$ cat src/rtl/push_debouncer_pkg.sv
// Shared debouncer types and constants, also used by the game-state logic.
// Latency: none (declarations only).
// Backpressure: none (declarations only).
package push_debouncer_pkg;

    // Default qualification length: 10 ms at 50 MHz.
    localparam int unsigned PUSH_STABLE_CYCLES = 500000;

    typedef enum logic [1:0] {
        IDLE       = 2'b00,
        PRESS_WAIT = 2'b01,
        HELD       = 2'b10,
        REL_WAIT   = 2'b11
    } state_t;

endpackage

$ cat src/rtl/push_debouncer.sv
// Debounces one synchronized pushbutton into a held level plus one-cycle press/release pulses.
// Latency: level/press change after the STABLE_CYCLES-th identical sample edge (registered outputs).
// Backpressure: none; one sample is taken every clock and no input is ever stalled.
// Optional macro PUSH_DEBOUNCER_RELEASE_PULSE_EN builds the release pulse register;
// without it release_pulse is tied low.
module push_debouncer
    import push_debouncer_pkg::*;
#(
    parameter int unsigned STABLE_CYCLES = PUSH_STABLE_CYCLES,
    parameter int unsigned CNT_W         = 19
) (
    input  logic clk,
    input  logic rst,
    input  logic sypush,
    output logic level,
    output logic press,
    output logic release_pulse
);

    // Count value on the last sample of a qualification window.
    localparam logic [CNT_W-1:0] CNT_LAST = CNT_W'(STABLE_CYCLES - 1);
    localparam logic [CNT_W-1:0] CNT_ONE  = CNT_W'(1);

    state_t           state;
    logic [CNT_W-1:0] cnt;

    // FSM and stability counter; pulses default low so each lasts one cycle.
    always_ff @(posedge clk or negedge rst) begin
        if (!rst) begin
            state <= IDLE;
            cnt   <= '0;
            level <= 1'b0;
            press <= 1'b0;
`ifdef PUSH_DEBOUNCER_RELEASE_PULSE_EN
            release_pulse <= 1'b0;
`endif
        end else begin
            press <= 1'b0;
`ifdef PUSH_DEBOUNCER_RELEASE_PULSE_EN
            release_pulse <= 1'b0;
`endif
            case (state)
                IDLE: begin
                    if (sypush) begin
                        state <= PRESS_WAIT;
                        cnt   <= CNT_ONE;
                    end else begin
                        cnt   <= '0;
                    end
                end
                PRESS_WAIT: begin
                    if (!sypush) begin
                        state <= IDLE;
                        cnt   <= '0;
                    end else if (cnt == CNT_LAST) begin
                        state <= HELD;
                        cnt   <= '0;
                        level <= 1'b1;
                        press <= 1'b1;
                    end else begin
                        cnt   <= cnt + CNT_ONE;
                    end
                end
                HELD: begin
                    if (!sypush) begin
                        state <= REL_WAIT;
                        cnt   <= CNT_ONE;
                    end
                end
                REL_WAIT: begin
                    if (sypush) begin
                        state <= HELD;
                        cnt   <= '0;
                    end else if (cnt == CNT_LAST) begin
                        state <= IDLE;
                        cnt   <= '0;
                        level <= 1'b0;
`ifdef PUSH_DEBOUNCER_RELEASE_PULSE_EN
                        release_pulse <= 1'b1;
`endif
                    end else begin
                        cnt   <= cnt + CNT_ONE;
                    end
                end
                default: begin
                    // Corrupted state: fall back to a clean released condition.
                    state <= IDLE;
                    cnt   <= '0;
                    level <= 1'b0;
                    press <= 1'b0;
                end
            endcase
        end
    end

`ifndef PUSH_DEBOUNCER_RELEASE_PULSE_EN
    assign release_pulse = 1'b0;
`endif

endmodule
$ cat config.mk
export PLATFORM = sky130hd
export DESIGN_NAME = push_debouncer
export DESIGN_NICKNAME = d
export VERILOG_FILES = /design/src/rtl/push_debouncer_pkg.sv /design/src/rtl/push_debouncer.sv
export SDC_FILE = /design/constraint.sdc
export NUM_CORES = 1
export LEC_CHECK = 0
export CAP_MARGIN = 20
export CORE_AREA = 5 5 78 51
export CTS_BUF_LIST = sky130_fd_sc_hd__clkbuf_4
export CTS_CLUSTER_SIZE = 12
export DETAILED_ROUTE_END_ITERATION = 12
export DIE_AREA = 0 0 83 56
export PLACE_DENSITY_LB_ADDON = 0.2
export SLEW_MARGIN = 15
export SYNTH_ARGS = -nofsm -noshare
export SYNTH_HDL_FRONTEND = slang
export SYNTH_SLANG_ARGS = --single-unit
$ cat constraint.sdc
create_clock -name clk -period 4.4 [get_ports clk]
set_input_delay 1.32 -clock clk [delete_from_list [all_inputs] [get_ports clk]]
set_output_delay 1.32 -clock clk [all_outputs]
set_load 0.1 [all_outputs]
==> impl_metrics.csv <==
group,metric,value,unit
run_status,outcome,"completed",
worst_setup_path,cp_num_cells,1,
final_layout,syn_to_final_growth,5.21,%
logic_synthesis,synthFlopType,"dfrtp_1",
min_path,hp-class,"register to register",
placed_design,hpwl,2040,um
logic_synthesis,synth-edff-count,0,
final_layout,fillers,308,
timing,setup_ws,1.22,ns
worst_setup_path,cp_cell_sequence,"clkdlybuf4s50_1",
final_layout,drive_gt1_frac,0.150,
final_layout,insertedDiodeCount,0,
timing,setup_viol,0,
clock_network,cts_resized,0,
timing,skew,0.00579,ns
logic_synthesis,synth_area_leaders,"dfrtp_1, o21ai_0, a21oi_1, nand3_1, a21o_1",
timing,max_freq,0.315,GHz
worst_setup_path,startpoint_type,"register",
logic_synthesis,syn_inst,146,
logic_synthesis,async_reset_ff_frac,1.00,
die,die_x,83,um
timing,setup_tns,0,ns
worst_setup_path,cpMaxStageDelayCell,"clkdlybuf4s50_1",
worst_setup_path,required,3.08,ns
placed_design,dp_cells,188,
clock_network,clockBufferDepth,2,
die,core_area,3160,um^2
timing,layout_min_cycle_time,3.18,ns
worst_setup_path,r2r-end,"cnt[5]$_DFFE_PN0P_",
run,drv_cap,0,
timing,hold_viol,0,
worst_setup_path,cp.arrival,1.86,ns
timing,fin_crit_sh,0.722,
logic_synthesis,synthesis.nets,150,
die,die_y,56,um
timing,fin_hold_ws,0.544,ns
drt,drt-initial-drc-count,151,
logic_synthesis,synth.top_cell.area_share,0.428,
clock_network,htreeDepth,1,
worst_setup_path,max_stage_delay,1.14,ns
final_layout,layout_commonest_cell,"dfrtp_1",
logic_synthesis,synth_top_cell_by_area,"dfrtp_1",
clock_network,cts.clk_slew.worst_paths,0.12,ns
logic_synthesis,ys_seq_area_frac,0.428,
final_layout,nets,152,
clock_network,cts.sinks,23,
die,io_pins,6,
placed_design,gp_congestion,0.817,
clock_network,cts-root-buf,"clkbuf_4",
clock_network,cts_tree,"built",
logic_synthesis,netlist_area,1350,um^2
worst_setup_path,cpLargestDelayFamily,"buffers and inverters",
worst_setup_path,path_class,"register to output pin",
drt,vias,1056,
drt,avgRoutedWirePerCell,14.3,um
timing,worstMarginPinSlew,0.974,ns
drt,route.detailed.drc,0,
worst_setup_path,ff2ff_path_depth,5,
worst_setup_path,r2r_slack,2.50,ns
power_and_ir_drop,powerDensity,261,nW/um^2
global_route,track_usage,0.131,
global_route,grt_pass1_wl,4910,um
final_layout,seq_area,576,um^2
worst_setup_path,path_max_fanout,3,
timing,maxSlewViolCount,0,
final_layout,fin_util,0.447,
timing,rsz0062_at_grt,"no",
die,fp.dieArea,4650,um^2
global_route,antenna_found_initial,0,
power_and_ir_drop,power_leakage,0.000587,uW
drt,ant_nets,0,
clock_network,cts_buffers,3,
worst_setup_path,end_kind,"output pin",
die,start_util,0.425,
global_route,grt_pass1_vias,940,
placed_design,pre_cts_ws,1.13,ns
final_layout,layout_common_cells,"dfrtp_1, o21ai_0, a21oi_1",
logic_synthesis,synth_warnings,0,
drt,routed_via_density,5.50,
final_layout,multi_input_area,684,um^2
logic_synthesis,ys_ff_latch,23,
die,fp-row-count,16,
global_route,grt_max_degree,24,
drt,dr.pass1.iters,4,
worst_setup_path,critPathBufInv,1,
worst_setup_path,r2r_start,"cnt[9]$_DFFE_PN0P_",
clock_network,postCtsSetupBuffers,0,
global_route,overflow,0,
drt,routed_wirelength,2740,um
min_path,holdPathStages,1,
clock_network,postCtsHoldBufs,0,
logic_synthesis,avgSynthCellArea,9.21,um^2
min_path,min-delay-start,"cnt[14]$_DFFE_PN0P_",
placed_design,port_buffers,4,
timing,slew_headroom,0.349,
final_layout,fin_cells,192,
logic_synthesis,synth.distinct_cells,50,
min_path,holdPathEnd,"cnt[14]$_DFFE_PN0P_",
power_and_ir_drop,vdd_drop_max,0.168,mV
clock_network,clock_latency,0.31,ns
## worst max-delay path by stage
| stage | start | endpoint |
|---|---|---|
| 6_report | level$_DFFE_PN0P_ | level |
| 5_1_grt | level$_DFFE_PN0P_ | level |
| 4_1_cts | level$_DFFE_PN0P_ | level |
| 3_5_place_dp | sypush | cnt[13]$_DFFE_PN0P_ |
| 3_3_place_gp | sypush | cnt[7]$_DFFE_PN0P_ |
| 2_1_floorplan | sypush | cnt[15]$_DFFE_PN0P_ |
## synthesized netlist by cell type (2+ instances only)
master,count
nor3_1,5
clkbuf_2,2
nor3b_1,2
nand2_1,8
nor4_1,3
buf_2,2
nand4_1,2
or3_1,3
and2_1,2
nor2_1,7
inv_1,9
and3_1,2
and3_2,2
dfrtp_1,23
o21ai_1,4
o21ai_0,13
a21oi_1,10
a31oi_1,2
nand3_1,8
a21o_1,5
or3_2,3
## routing by layer
| layer | GRT usage | up-vias | wire (um) |
|---|---|---|---|
| li1 | - | 531 | - |
| met1 | 0.216 | 502 | 1540 |
| met2 | 0.158 | 21 | 1070 |
| met3 | 0.0399 | 2 | 127 |
| met4 | 0.0280 | 0 | 10 |
| met5 | 0 | - | 0 |
## power breakdown
group / internal, uW / switching (uW)
Clock: 41.6 / 61.1
Combinational: 14.5 / 29.2
Sequential: 216 / 6.59
## per-stage QoR
| stage | total power (uW) | cell area [um^2] |
|---|---|---|
| final | 369 | 1420 |
| after detailed placement | 271 | 1390 |
| after global placement | 270 | 1390 |
| after global routing | 392 | 1420 |
| after floorplan | 262 | 1350 |
| after CTS | 375 | 1420 |
## state kept, by name, indices dropped and copies added (netlist names), named ones only
| signal | count |
|---|---|
| press | 1 |
| cnt | 19 |
| level | 1 |
| state | 1 |
## cells by family after synthesis
| family | synth area share |
|---|---|
| simple gates | 0.270 |
| compound gates | 0.206 |
| flops | 0.428 |
| buf+inv | 0.0633 |
| xor+xnor | 0.0130 |
| fa+ha+maj | 0.00930 |
| other cells | 0.00279 |
| mux | 0.00837 |
## final cells by class
| type | count | area share |
|---|---|---|
| Clock buffer | 4 | 0.0212 |
| Inverter | 9 | 0.0239 |
| Multi-Input combinational cell | 107 | 0.484 |
| Sequential cell | 23 | 0.407 |
| Tap cell | 45 | 0.0398 |
| Timing Repair Buffer | 4 | 0.0248 |
No activity file was read; power rests on OpenSTA's default activity.
